==> src/rtl/write_back_unit_if.sv <==
// Memory-stage to write-back handshake, load-return channel and retirement outputs.
// master = producer side (memory stage / bench), slave = write-back unit.
interface write_back_if #(
    parameter int ADDR_W  = 32,
    parameter int REG_W   = 32,
    parameter int RADDR_W = 5
);
    logic               in_valid;
    logic               in_ready;
    logic [ADDR_W-1:0]  in_pc;
    logic [ADDR_W-1:0]  in_bd;
    logic               in_be;
    logic               in_is_load;
    logic [REG_W-1:0]   in_op_d;
    logic [RADDR_W-1:0] in_rd;
    logic               in_gpr;
    logic               in_fpr;
    logic               ld_valid;
    logic [REG_W-1:0]   ld_data;
    logic               wb_valid;
    logic [ADDR_W-1:0]  wb_next_pc;
    logic               gpr_we;
    logic               fpr_we;
    logic [RADDR_W-1:0] wb_rd;
    logic [REG_W-1:0]   wb_data;

    modport master (
        output in_valid, in_pc, in_bd, in_be, in_is_load, in_op_d, in_rd, in_gpr, in_fpr,
        output ld_valid, ld_data,
        input  in_ready, wb_valid, wb_next_pc, gpr_we, fpr_we, wb_rd, wb_data
    );

    modport slave (
        input  in_valid, in_pc, in_bd, in_be, in_is_load, in_op_d, in_rd, in_gpr, in_fpr,
        input  ld_valid, ld_data,
        output in_ready, wb_valid, wb_next_pc, gpr_we, fpr_we, wb_rd, wb_data
    );
endinterface

==> src/rtl/write_back_unit.sv <==
// In-order write-back stage: DEPTH-entry retirement queue, loads wait for in-order
// return data, one registered retirement per cycle driving register-file writes and next-PC.
module write_back_unit #(
    parameter int ADDR_W  = 32,
    parameter int REG_W   = 32,
    parameter int RADDR_W = 5,
    parameter int DEPTH   = 4,
    parameter int PC_INC  = 1,
    localparam int PTR_W  = $clog2(DEPTH),
    localparam int CNT_W  = PTR_W + 1
) (
    input  logic             clk,
    input  logic             rst,
    write_back_if.slave      bus,
    output logic [CNT_W-1:0] count,
    output logic             ld_err
);
    logic [ADDR_W-1:0]  pc_mem   [DEPTH];
    logic [ADDR_W-1:0]  bd_mem   [DEPTH];
    logic [REG_W-1:0]   data_mem [DEPTH];
    logic [RADDR_W-1:0] rd_mem   [DEPTH];
    logic [DEPTH-1:0]   valid_reg, ok_reg, load_reg, be_reg, gpr_reg, fpr_reg;
    logic [PTR_W-1:0]   head_reg, tail_reg;
    logic [CNT_W-1:0]   count_reg;
    logic               ld_err_reg;

    logic               wb_valid_reg, gpr_we_reg, fpr_we_reg;
    logic [ADDR_W-1:0]  wb_next_pc_reg;
    logic [RADDR_W-1:0] wb_rd_reg;
    logic [REG_W-1:0]   wb_data_reg;

    logic [DEPTH-1:0]   pend_vec;
    logic               pend_found;
    logic [PTR_W-1:0]   pend_idx;
    logic               in_ready, enq, pop, ld_fill, ld_direct, ld_stray;

    genvar gi;
    generate
        for (gi = 0; gi < DEPTH; gi++) begin : g_pend
            assign pend_vec[gi] = valid_reg[gi] & load_reg[gi] & ~ok_reg[gi];
        end
    endgenerate

    // Oldest load still waiting for data, searched from the head in program order
    always_comb begin
        logic [PTR_W-1:0] idx;
        pend_found = 1'b0;
        pend_idx   = head_reg;
        idx        = head_reg;
        for (int k = 0; k < DEPTH; k++) begin
            idx = head_reg + PTR_W'(k);
            if (!pend_found && pend_vec[idx]) begin
                pend_found = 1'b1;
                pend_idx   = idx;
            end
        end
    end

    assign in_ready  = (count_reg < CNT_W'(DEPTH));
    assign enq       = bus.in_valid & in_ready;
    assign pop       = valid_reg[head_reg] & ok_reg[head_reg];
    assign ld_fill   = bus.ld_valid & pend_found;
    assign ld_direct = bus.ld_valid & ~pend_found & enq & bus.in_is_load;
    assign ld_stray  = bus.ld_valid & ~pend_found & ~(enq & bus.in_is_load);

    always_ff @(posedge clk) begin
        if (rst) begin
            head_reg       <= '0;
            tail_reg       <= '0;
            count_reg      <= '0;
            valid_reg      <= '0;
            ok_reg         <= '0;
            ld_err_reg     <= 1'b0;
            wb_valid_reg   <= 1'b0;
            gpr_we_reg     <= 1'b0;
            fpr_we_reg     <= 1'b0;
            wb_next_pc_reg <= '0;
            wb_rd_reg      <= '0;
            wb_data_reg    <= '0;
        end else begin
            wb_valid_reg <= pop;
            gpr_we_reg   <= pop & gpr_reg[head_reg];
            fpr_we_reg   <= pop & fpr_reg[head_reg];
            if (pop) begin
                wb_rd_reg           <= rd_mem[head_reg];
                wb_data_reg         <= data_mem[head_reg];
                wb_next_pc_reg      <= be_reg[head_reg] ? bd_mem[head_reg]
                                                        : pc_mem[head_reg] + ADDR_W'(PC_INC);
                valid_reg[head_reg] <= 1'b0;
                head_reg            <= head_reg + PTR_W'(1);
            end
            if (ld_fill) begin
                data_mem[pend_idx] <= bus.ld_data;
                ok_reg[pend_idx]   <= 1'b1;
            end
            if (enq) begin
                pc_mem[tail_reg]    <= bus.in_pc;
                bd_mem[tail_reg]    <= bus.in_bd;
                rd_mem[tail_reg]    <= bus.in_rd;
                data_mem[tail_reg]  <= ld_direct ? bus.ld_data : bus.in_op_d;
                be_reg[tail_reg]    <= bus.in_be;
                load_reg[tail_reg]  <= bus.in_is_load;
                gpr_reg[tail_reg]   <= bus.in_gpr;
                fpr_reg[tail_reg]   <= bus.in_fpr;
                ok_reg[tail_reg]    <= ~bus.in_is_load | ld_direct;
                valid_reg[tail_reg] <= 1'b1;
                tail_reg            <= tail_reg + PTR_W'(1);
            end
            if (enq && !pop)
                count_reg <= count_reg + CNT_W'(1);
            else if (!enq && pop)
                count_reg <= count_reg - CNT_W'(1);
            if (ld_stray)
                ld_err_reg <= 1'b1;
        end
    end

    assign bus.in_ready   = in_ready;
    assign bus.wb_valid   = wb_valid_reg;
    assign bus.gpr_we     = gpr_we_reg;
    assign bus.fpr_we     = fpr_we_reg;
    assign bus.wb_next_pc = wb_next_pc_reg;
    assign bus.wb_rd      = wb_rd_reg;
    assign bus.wb_data    = wb_data_reg;
    assign count          = count_reg;
    assign ld_err         = ld_err_reg;
endmodule

==> src/flat_wrapper.sv <==
// flat-port wrapper written by rule: the top's interface ports become plain ports
module write_back_unit_flat 
#(
    parameter int ADDR_W  = 32,
    parameter int REG_W   = 32,
    parameter int RADDR_W = 5,
    parameter int DEPTH   = 4,
    parameter int PC_INC  = 1,
    localparam int PTR_W  = $clog2(DEPTH),
    localparam int CNT_W  = PTR_W + 1
)
  (clk, rst, count, ld_err, bus_in_valid, bus_in_pc, bus_in_bd, bus_in_be, bus_in_is_load, bus_in_op_d, bus_in_rd, bus_in_gpr, bus_in_fpr, bus_ld_valid, bus_ld_data, bus_in_ready, bus_wb_valid, bus_wb_next_pc, bus_gpr_we, bus_fpr_we, bus_wb_rd, bus_wb_data);
  write_back_if #(.ADDR_W(ADDR_W), .REG_W(REG_W), .RADDR_W(RADDR_W)) bus_i ();
  input  logic clk;
  input  logic rst;
  output logic [CNT_W-1:0] count;
  output logic ld_err;
  input wire logic [$bits(bus_i.in_valid)-1:0] bus_in_valid;
  input wire logic [$bits(bus_i.in_pc)-1:0] bus_in_pc;
  input wire logic [$bits(bus_i.in_bd)-1:0] bus_in_bd;
  input wire logic [$bits(bus_i.in_be)-1:0] bus_in_be;
  input wire logic [$bits(bus_i.in_is_load)-1:0] bus_in_is_load;
  input wire logic [$bits(bus_i.in_op_d)-1:0] bus_in_op_d;
  input wire logic [$bits(bus_i.in_rd)-1:0] bus_in_rd;
  input wire logic [$bits(bus_i.in_gpr)-1:0] bus_in_gpr;
  input wire logic [$bits(bus_i.in_fpr)-1:0] bus_in_fpr;
  input wire logic [$bits(bus_i.ld_valid)-1:0] bus_ld_valid;
  input wire logic [$bits(bus_i.ld_data)-1:0] bus_ld_data;
  output wire logic [$bits(bus_i.in_ready)-1:0] bus_in_ready;
  output wire logic [$bits(bus_i.wb_valid)-1:0] bus_wb_valid;
  output wire logic [$bits(bus_i.wb_next_pc)-1:0] bus_wb_next_pc;
  output wire logic [$bits(bus_i.gpr_we)-1:0] bus_gpr_we;
  output wire logic [$bits(bus_i.fpr_we)-1:0] bus_fpr_we;
  output wire logic [$bits(bus_i.wb_rd)-1:0] bus_wb_rd;
  output wire logic [$bits(bus_i.wb_data)-1:0] bus_wb_data;
  assign bus_i.in_valid = bus_in_valid;
  assign bus_i.in_pc = bus_in_pc;
  assign bus_i.in_bd = bus_in_bd;
  assign bus_i.in_be = bus_in_be;
  assign bus_i.in_is_load = bus_in_is_load;
  assign bus_i.in_op_d = bus_in_op_d;
  assign bus_i.in_rd = bus_in_rd;
  assign bus_i.in_gpr = bus_in_gpr;
  assign bus_i.in_fpr = bus_in_fpr;
  assign bus_i.ld_valid = bus_ld_valid;
  assign bus_i.ld_data = bus_ld_data;
  assign bus_in_ready = bus_i.in_ready;
  assign bus_wb_valid = bus_i.wb_valid;
  assign bus_wb_next_pc = bus_i.wb_next_pc;
  assign bus_gpr_we = bus_i.gpr_we;
  assign bus_fpr_we = bus_i.fpr_we;
  assign bus_wb_rd = bus_i.wb_rd;
  assign bus_wb_data = bus_i.wb_data;
  write_back_unit #(.ADDR_W(ADDR_W), .REG_W(REG_W), .RADDR_W(RADDR_W), .DEPTH(DEPTH), .PC_INC(PC_INC)) u_core (.clk(clk), .rst(rst), .bus(bus_i), .count(count), .ld_err(ld_err));
endmodule
==> config.mk <==
export PLATFORM = sky130hd
export DESIGN_NAME = write_back_unit_flat
export DESIGN_NICKNAME = d
export VERILOG_FILES = /design/src/rtl/write_back_unit_if.sv /design/src/rtl/write_back_unit.sv /design/src/flat_wrapper.sv
export SDC_FILE = /design/constraint.sdc
export NUM_CORES = 1
export LEC_CHECK = 0
export BUFFER_PORTS_ARGS = -buffer_cell sky130_fd_sc_hd__clkbuf_2
export CAP_MARGIN = 20
export CORE_UTILIZATION = 44
export CTS_BUF_LIST = sky130_fd_sc_hd__clkbuf_4 sky130_fd_sc_hd__clkbuf_8 sky130_fd_sc_hd__clkbuf_16
export DETAILED_ROUTE_END_ITERATION = 8
export GPL_TIMING_DRIVEN = 0
export SYNTH_ARGS = -nofsm -noshare
export SYNTH_HDL_FRONTEND = slang
export SYNTH_SLANG_ARGS = --single-unit
==> constraint.sdc <==
create_clock -name clk -period 6.1 [get_ports clk]
set_clock_uncertainty 0.05 [all_clocks]
set_input_delay 0.61 -clock clk [delete_from_list [all_inputs] [get_ports clk]]
set_output_delay 0.61 -clock clk [all_outputs]
set_load 0.05 [all_outputs]
==> flow_summary.toml, run 1 <==
[status]
status = "completed"

[critical_path]
cp_slowest_stage_delay_ns = 0.58
crit_slowest_cell = "clkbuf_1"
cp-startpoint = "u_core.head_reg[1]"
path_buf_inv = 6
crit_cells = 13
worstReg2RegStart = "u_core.head_reg[1]"
worst_ep_required_time_ns = 6.56
end_kind = "flop"
reg2reg_depth = 13
path_cells = "clkbuf_1 > o211ai_1 > and2_1 > buf_2 > inv_1 > buf_2 > clkbuf_1 > ha_1 > inv_1 > fa_1 > xor2_1 > or3_1 > a21oi_1"
start_kind = "flop"
critical_path.max_fanout = 10
reg2reg_setup_slack_ns = 2.14
crit_type = "reg -> reg"
path_delay_family = "buffers and inverters"
cp.arrival_ns = 4.42

[global_route]
grt_usage_pct = 21.1
grt_pass1_wl_um = 77200
overflow = 0
grt_max_degree = 55
antenna_found_initial = 7
met2_usage_pct = 33.7
grt_pass1_vias = 12200
grt_use_met3_pct = 5.58
met1_usage_pct = 28.7
top_usage_layer = "met2"

[placed_design]
place_congestion = 0.858
dp_cells = 2084
portBuffers = 216
hpwlAfterDp_um = 34700

[clock_tree]
cts_setup_buffers = 0
cts_tree = "yes"
htree_levels = 2
cts-hold-fix-buffers = 0
ctsLongestPathBuffers = 3
insertion_delay_ns = 0.60
cts_resized = 0
ctsRootBufferMaster = "clkbuf_16"
numCtsBuffers = 53
clk_pin_slew_ns = 0.06
cts_sinks = 510

[routing]
drcViolationCount = 0
avgRoutedWirePerCell_um = 23.7
antenna_left = 0
vias = 12200
via_per_inst = 5.56
dr.pass1.iters = 5
routed_wl_um = 51900
initialDrtViolationCount = 812

[hold_path]
whs_path_depth = 1
hp-class = "in -> reg"
hold_start = "bus_in_pc[26]"

[synthesis]
synth_compound_area_share_pct = 4.07
ys_ff_latch = 510
synth-adder-area-share_pct = 0.681
synthSimpleGateAreaFrac_pct = 5.74
postSynthNetCount = 1397
syn_avg_cell_area_um2 = 17.1
yosysWarnings = 0
synthMuxAreaShare_pct = 18.5
synth_edf_count = 420
synth_top_family_by_area = "multiplexers"
syn_area_um2 = 21300
async_flop_share_pct = 0
synth-xor-area-share_pct = 1.27
yosysSeqAreaShare_pct = 67.6
ys.flop_type = "edfxtp_1"
yosysUniqueCellTypes = 67
synth_cells = 1245

[final_layout]
nets = 1676
drive_gt1_share_pct = 37.9
syn2layout_area_growth_pct = 18.0
top_regs = "u_core.bd_mem (128), u_core.data_mem (128), u_core.pc_mem (128)"
fill_cells = 3936
final_cell_mix = "edfxtp_1 (420), clkbuf_2 (216), mux2_2 (129)"
final_cells = 2186
final_common_cell = "edfxtp_1"

[timing]
period_share_pct = 64.9
rsz0062_at_grt = "false"
fmax_mhz = 253
fin_hold_ws_ns = 0.180
finalMaxSlewViolations = 0
fin_crit_ns = 3.96
hold_viol_final = 0
worst_pin_slew_ns = 0.933
finalSetupViolations = 0
relSlewSlack_pct = 37.6

[floorplan]
die_area_um2 = 49300
ioPinCount = 218
die_y_um = 222
fp.dieW_um = 222
start_util_pct = 44.7
core_um2 = 47700
fp-row-count = 80

[power_and_ir_drop]
vdd_ir_drop_max_uv = 206
powerDensity_nw_per_um2 = 364
leakage_nw = 8.60

[flow_run]
cap_violations = 0
-- worst register-to-register path, cell delays in order, from the launching register on --
cell      delay, ns
dfxtp_1        0.35
clkbuf_1       0.56
o211ai_1       0.22
and2_1         0.19
buf_2          0.22
inv_1          0.10
buf_2          0.23
clkbuf_1       0.58
ha_1           0.30
inv_1          0.06
fa_1           0.37
xor2_1         0.18
or3_1          0.31
a21oi_1        0.15
-- routing by layer --
metal,up-vias,part of all wire [%]
li1,5526,-
met1,6160,43
met2,387,48
met3,71,7.4
met4,10,1.8
met5,-,0.13
-- per-stage QoR --
stage	cell area (µm²)	setup WS, ns	util, %	setup TNS (ns)	power (W)
global placement	23200	-1.10	48.5	-70.33	0.00598
CTS	25200	2.19	52.7	0	0.00925
detailed placement	23400	2.21	49.0	0	0.00602
floorplan	21300	1.52	-	0	0.00545
global route	25200	1.96	52.7	0	0.00951
finish	25200	2.14	52.7	0	0.00915
-- area by class of cell --
class / count / area, µm² / area share (%)
repair buffers: 224 / 1290 / 5.11
diodes: 3 / 7.51 / 0.0298
well taps: 615 / 769 / 3.06
multi-input cells: 651 / 6480 / 25.7
clock inverters: 22 / 159 / 0.631
flip-flops and latches: 510 / 14400 / 57.3
clock buffers: 77 / 1600 / 6.34
inverters: 13 / 56.3 / 0.224
plain buffers: 71 / 399 / 1.59
-- cell usage after synthesis (3+ instances only) --
library cell	instances	share of area, %
nand2_1	119	2.1
nor2_1	31	0.55
a21oi_1	54	1.3
a221oi_1	8	0.33
buf_6	3	0.16
nand3b_1	5	0.18
edfxtp_1	420	59
xor2_1	21	0.86
clkbuf_1	28	0.49
mux4_1	25	3.1
nor4_1	3	0.088
and3b_1	4	0.16
o32ai_1	3	0.12
mux4_2	80	8.5
inv_1	13	0.23
and2_1	7	0.21
nand2b_1	4	0.12
buf_2	31	0.73
ha_1	10	0.59
xnor2_1	10	0.41
a211oi_1	9	0.32
a22oi_1	5	0.18
nand3_1	18	0.42
clkbuf_8	4	0.26
or3_1	10	0.29
mux2i_1	4	0.19
o211ai_1	6	0.21
dfxtp_1	90	8.5
nand4_1	7	0.21
a221oi_2	5	0.35
mux2_2	129	6.8
o21ai_0	29	0.68
-- worst paths after layout --
kind                                  to
setup / recovery         u_core.count[2]
hold / removal      u_core.pc_mem[1][26]
setup reg to reg         u_core.count[2]
hold reg to reg   u_core.bus.wb_data[26]
-- kinds of logic after synthesis --
kind of cell | after synthesis
mux | 238
flops | 510
fa+ha+maj | 11
simple gates | 236
compound gates | 135
xor+xnor | 31
buf+inv | 84
-- report_power, final --
part	total, W	switching (W)	leakage (nW)	internal (W)
registers	0.00419	0.000109	4.54	0.00409
clock network	0.00322	0.00132	0.894	0.00190
logic	0.00174	0.00111	3.17	0.000631
total	0.00915	0.00254	8.60	0.00662
Power figures use the tool's default switching activity.
==> inputs of run 2 (changes only) <==
- ABC_AREA: unset -> 1
- clock period: 6.1 -> 3.4 ns (I/O delays scaled with it)
==> run 2 against run 1 <==
Net effect:
- combinational power up 79%
- sequential share of layout area down 6.2 points
- flip-flop and latch count unchanged
- highest routed layer unchanged
==> flow_summary.toml, run 2 <==
[synthesis]
async_flop_share_pct = 0
ys.flop_type = "edfxtp_1"
syn_area_um2 = 23300
yosysTopAreaCell = "edfxtp_1"
yosysTopAreaCellShare_pct = 54.2
yosysWarnings = 0
synth_edf_count = 420
syn_avg_cell_area_um2 = 9.68
ys_ff_latch = 510
synth.most_common_cell = "nand2_1"
ys_top_cells_by_area = "edfxtp_1 (54%), nand2_1 (10%), dfxtp_1 (7.7%)"
synth_cells = 2402
yosysSeqAreaShare_pct = 62.0
postSynthNetCount = 2554
yosysUniqueCellTypes = 44
synthTopCellsByCount = "nand2_1 (636), edfxtp_1 (420), nand3_1 (237)"

[placed_design]
place_congestion = 0.905
portBuffers = 217
hpwlAfterDp_um = 46600
placed_area_um2 = 25300

[routing]
routed_wl_um = 70200
dr.pass1.iters = 6
highest_layer = "met5"
avgRoutedWirePerCell_um = 20.0
antenna_left = 0
vias = 18700
initialDrtViolationCount = 1612
met2_length_um = 35400
via_per_inst = 5.33
met1_length_um = 28400
drcViolationCount = 0
met3_length_um = 4570

[hold_path]
hold_end = "u_core.data_mem[0][21]"
hp-class = "in -> reg"
hold_start = "bus_ld_data[21]"
whs_path_depth = 3

[timing]
finalSetupViolations = 0
fin_crit_ns = 3.31
rsz0062_at_grt = "true"
finalMaxSlewViolations = 0
worst_pin_slew_ns = 1.05
fmax_mhz = 302
fin_hold_ws_ns = 0.0255
period_share_pct = 97.3
tns_ns = 0
hold_viol_final = 0
relSlewSlack_pct = 30.2

[clock_tree]
ctsRootBufferMaster = "clkbuf_16"
cts_sinks = 510
insertion_delay_ns = 0.63
cts_tree = "yes"
numCtsBuffers = 54
clk_pin_slew_ns = 0.06
ctsLongestPathBuffers = 3
htree_levels = 2

[critical_path]
start_kind = "flop"
end_kind = "flop"
cp_slowest_stage_delay_ns = 0.45
worst_ep_required_time_ns = 3.68
path_cells = "buf_4 > inv_2 > buf_6 > clkbuf_4 > ha_2 > nand3_1 > nand2_1 > nand2_1 > nor2_2 > nand2_1 > nand2_1 > nand2_1 > inv_1 > nand3_2 > nand2_4 > buf_12"
reg2reg_depth = 16
crit_top_cell = "nand2_1"
crit_type = "reg -> reg"
reg2reg_setup_slack_ns = 0.09
crit_slowest_cell = "ha_2"
cp.arrival_ns = 3.59
worstReg2RegStart = "u_core.head_reg[1]"
critical_path.max_fanout = 11
worst_r2r_endpoint = "u_core.data_mem[1][2]"

[floorplan]
fp-row-count = 83
start_util_pct = 45.0
die_area_um2 = 53800
die_y_um = 232
core_um2 = 51700
fp.dieW_um = 232
ioPinCount = 218

[final_layout]
drive_gt1_share_pct = 17.2
final_cell_mix = "nand2_1 (632), edfxtp_1 (420), nand3_1 (235)"
top_regs = "u_core.bd_mem (128), u_core.data_mem (128), u_core.pc_mem (128)"
final_area_um2 = 28200
final_common_cell = "nand2_1"
syn2layout_area_growth_pct = 21.3
nets = 2931

[global_route]
antenna_found_initial = 2
overflow = 0
grt_usage_pct = 26.1
grt_max_degree = 83
grt_pass1_vias = 18500
grt_pass1_wl_um = 105000

[power_and_ir_drop]
power.share.sequential_pct = 44.9
p_sw_w = 0.00492
power_frac_clock_pct = 36.3
powerDensity_nw_per_um2 = 588
power_frac_comb_pct = 18.8
vdd_ir_drop_max_uv = 427
leakage_nw = 11.5
p_int_w = 0.0117
switching_share_pct = 29.7

[status]
status = "completed"

[flow_run]
cap_violations = 0
## run 2: changes by cell type after synthesis, sizes merged, moves of 18 or more
cell    delta
o21ai    +198
xor2      -18
inv      +124
a21oi     +21
a31oi     +61
nand3    +230
nand2    +534
mux2     -129
mux4     -105
or2       +34
buf       +20
clkbuf    +42
nor2     +224
## run 2: cell families (layout without fill, tap and decap cells)
kind of cell	after synthesis	count (layout)	synth area share, %
simple gates	1220	1222	23.1
flops	510	510	62.0
other cells	0	1	0
xor+xnor	6	6	0.226
fa+ha+maj	11	11	0.624
compound gates	381	381	8.72
buf+inv	274	694	5.31
## run 2: final cells by class
class / instances / area, µm²
Inverter: 141 / 537
Antenna cell: 1 / 2.50
Clock buffer: 73 / 1530
Fill cell: 4757 / 23500
Buffer: 132 / 742
Tap cell: 680 / 851
Multi-Input combinational cell: 1620 / 7680
Clock inverter: 28 / 293
Sequential cell: 510 / 14400
Timing Repair Buffer: 320 / 2160
## run 2: repair_timing
item                                    4_1_cts  5_1_grt
resized for setup                             9        8
pin swaps                                     2        0
endpoints found under the setup margin      261      126
buffers inserted                              5        0
endpoints found under the hold margin       348        0
gates cloned                                  2        0
hold buffers                                 96        0
## run 2: how the worst max path moves through the flow
| stage | slack [ns] | cells past startpoint | from | endpoint |
|---|---|---|---|---|
| finish | 0.09 | 16 | u_core.head_reg[1] | u_core.data_mem[1][2] |
| global route | -0.06 | 17 | u_core.head_reg[1] | u_core.data_mem[1][2] |
| CTS | 0.03 | 13 | u_core.head_reg[0] | u_core.data_mem[0][11] |
| detailed placement | -1.18 | 16 | u_core.head_reg[0] | u_core.data_mem[1][20] |
| global placement | -1.66 | 13 | u_core.head_reg[0] | u_core.data_mem[0][27] |
| floorplan | 0.06 | 13 | u_core.head_reg[0] | u_core.data_mem[0][0] |
## run 2: worst max-delay path, delay by kind of cell, from the launching register on
family / cells / cell delay (ns)
flops: 1 / 0.36
buf+inv: 6 / 0.93
simple gates: 9 / 1.19
fa+ha+maj: 1 / 0.45
## run 2: power by group through the flow
stage          clock network (W)  logic [W]  registers [W]
2_1_floorplan                  0    0.00157        0.00793
3_3_place_gp                   0    0.00291        0.00758
3_5_place_dp                   0    0.00298        0.00757
4_1_cts                  0.00609    0.00311        0.00744
5_1_grt                  0.00634    0.00339        0.00747
6_report                 0.00603    0.00311        0.00744
## run 2: layer usage
layer,up-vias,global-route usage [%]
li1,8987,-
met1,8917,31.7
met2,646,46.6
met3,141,4.16
met4,4,9.07
met5,-,0
## run 2: per-stage QoR
step / instances / power, W / setup slack (ns) / utilization, %
after detailed placement: 3301 / 0.0106 / -1.18 / 48.9
after floorplan: 2402 / 0.00950 / 0.0600 / -
after global placement: 3299 / 0.0105 / -1.66 / 48.7
final: 3505 / 0.0166 / 0.0907 / 54.6
after CTS: 3504 / 0.0166 / 0.0320 / 54.5
after global routing: 3504 / 0.0172 / -0.0596 / 54.5
==> inputs of run 3 (changes only) <==
- ABC_AREA: 1 -> unset
- GPL_TIMING_DRIVEN: 0 -> unset
==> run 3 against run 2 <==
Net effect:
- first-iteration DRC count is 42% lower
- register-to-register slack better by 0.49 ns
- routed wire length down 28%
- largest cell class unchanged
- critical endpoint is now u_core.data_mem[2][13]
- final cell count decreased by 37%
- flip-flop and latch count unchanged
- non-clock buffer count shrank 128
- sequential share of layout area is 5.0 points higher
- critical path depth decreased by 8
==> flow_summary.toml, run 3 (synthesis gave the netlist of run 1 again) <==
[critical_path]
end_kind = "flop"
worst_ep_required_time_ns = 3.62
reg2reg_depth = 8
crit_type = "reg -> reg"
cp.arrival_ns = 3.04
critical_path.max_fanout = 32
start_kind = "flop"

[timing]
rsz0062_at_grt = "false"
relSlewSlack_pct = 44.8
hold_viol_final = 0
period_share_pct = 82.9
finalSetupViolations = 0
fmax_mhz = 355
worst_pin_slew_ns = 0.828
fin_hold_ws_ns = 0.0413
fin_crit_ns = 2.82
setup_ws_ns = 0.580
tns_ns = 0
finalMaxSlewViolations = 0

[clock_tree]
ctsLongestPathBuffers = 3
ctsRootBufferMaster = "clkbuf_16"
htree_levels = 2
cts_resized = 0
cts_tree = "yes"
clk_pin_slew_ns = 0.06
cts_setup_buffers = 0
numCtsBuffers = 53
cts-hold-fix-buffers = 74
insertion_delay_ns = 0.60
cts_sinks = 510

[final_layout]
final_cell_mix = "edfxtp_1 (420), clkbuf_2 (216), mux2_2 (129)"
final_common_cell = "edfxtp_1"
fin_util_pct = 53.8
drive_gt1_share_pct = 36.5
fill_cells = 3859
syn2layout_area_growth_pct = 20.6
nets = 1705
top_regs = "u_core.bd_mem (128), u_core.data_mem (128), u_core.pc_mem (128)"

[placed_design]
hpwlAfterDp_um = 31300
place_ws_ns = 0.564
place_congestion = 0.842
portBuffers = 217

[routing]
routed_wl_um = 50300
via_per_inst = 5.52
drcViolationCount = 0
avgRoutedWirePerCell_um = 22.7
initialDrtViolationCount = 939
vias = 12200
dr.pass1.iters = 4
antenna_left = 0

[floorplan]
fp-row-count = 80
ioPinCount = 218
die_area_um2 = 49300
core_um2 = 47700
fp.dieW_um = 222
start_util_pct = 44.7
die_y_um = 222

[global_route]
grt_usage_pct = 20.5
overflow = 0
grt_pass1_vias = 12600
grt_max_degree = 74
antenna_found_initial = 11
grt_pass1_wl_um = 76300

[hold_path]
whs_path_depth = 2
hp-class = "in -> reg"

[power_and_ir_drop]
leakage_nw = 8.80
powerDensity_nw_per_um2 = 641
vdd_ir_drop_max_uv = 413
finalPower_w = 0.0165

[flow_run]
cap_violations = 0

[status]
status = "completed"
[run 3: final timing paths]
path / slack (ns) / startpoint / endpoint
worst min register to register: 0.40 / u_core.bus.wb_data[6] / u_core.bus.wb_data[6]
worst max-delay path: 0.58 / u_core.head_reg[0] / u_core.data_mem[2][13]
worst max register to register: 0.58 / u_core.head_reg[0] / u_core.data_mem[2][13]
worst min-delay path: 0.04 / bus_ld_data[23] / u_core.data_mem[2][23]
[run 3: layer usage]
metal / part of all wire [%] / vias up / track usage, %
met5: 0.19 / - / 0
met4: 1.9 / 14 / 5.22
met3: 5.7 / 75 / 4.33
met2: 48 / 325 / 33.4
met1: 44 / 6240 / 28.2
li1: - / 5576 / -
[run 3: report_power, final]
| group | switching (W) | leakage, nW | total, W | internal, W |
|---|---|---|---|---|
| clock | 0.00239 | 0.901 | 0.00585 | 0.00346 |
| combinational | 0.00189 | 3.36 | 0.00303 | 0.00114 |
| sequential | 0.000249 | 4.54 | 0.00759 | 0.00734 |
| total | 0.00453 | 8.80 | 0.0165 | 0.0119 |
[run 3: critical path: stages (launching register included)]
cell and delay, ns:
dfxtp_4 0.53, inv_1 0.16, ha_1 0.38, mux4_2 0.32, a21oi_1 0.18, nor3_1 0.09, or3_1 0.41, nand2_1 0.13
buf_12 0.23
[run 3: through the flow]
step,instance area [µm²],std cells
after floorplan,21300,1245
after global placement,23200,2038
after detailed placement,23200,2038
after CTS,25700,2212
after global routing,25700,2217
final,25700,2217
[run 3: area by class of cell]
type	instances	area, µm²	area share [%]
Antenna cell	4	10.0	0.0389
Clock buffer	76	1540	5.98
Clock inverter	24	238	0.925
Inverter	13	60.1	0.234
Multi-Input combinational cell	651	6480	25.2
Sequential cell	510	14400	56.1
Tap cell	615	769	2.99
Timing Repair Buffer	324	2190	8.53
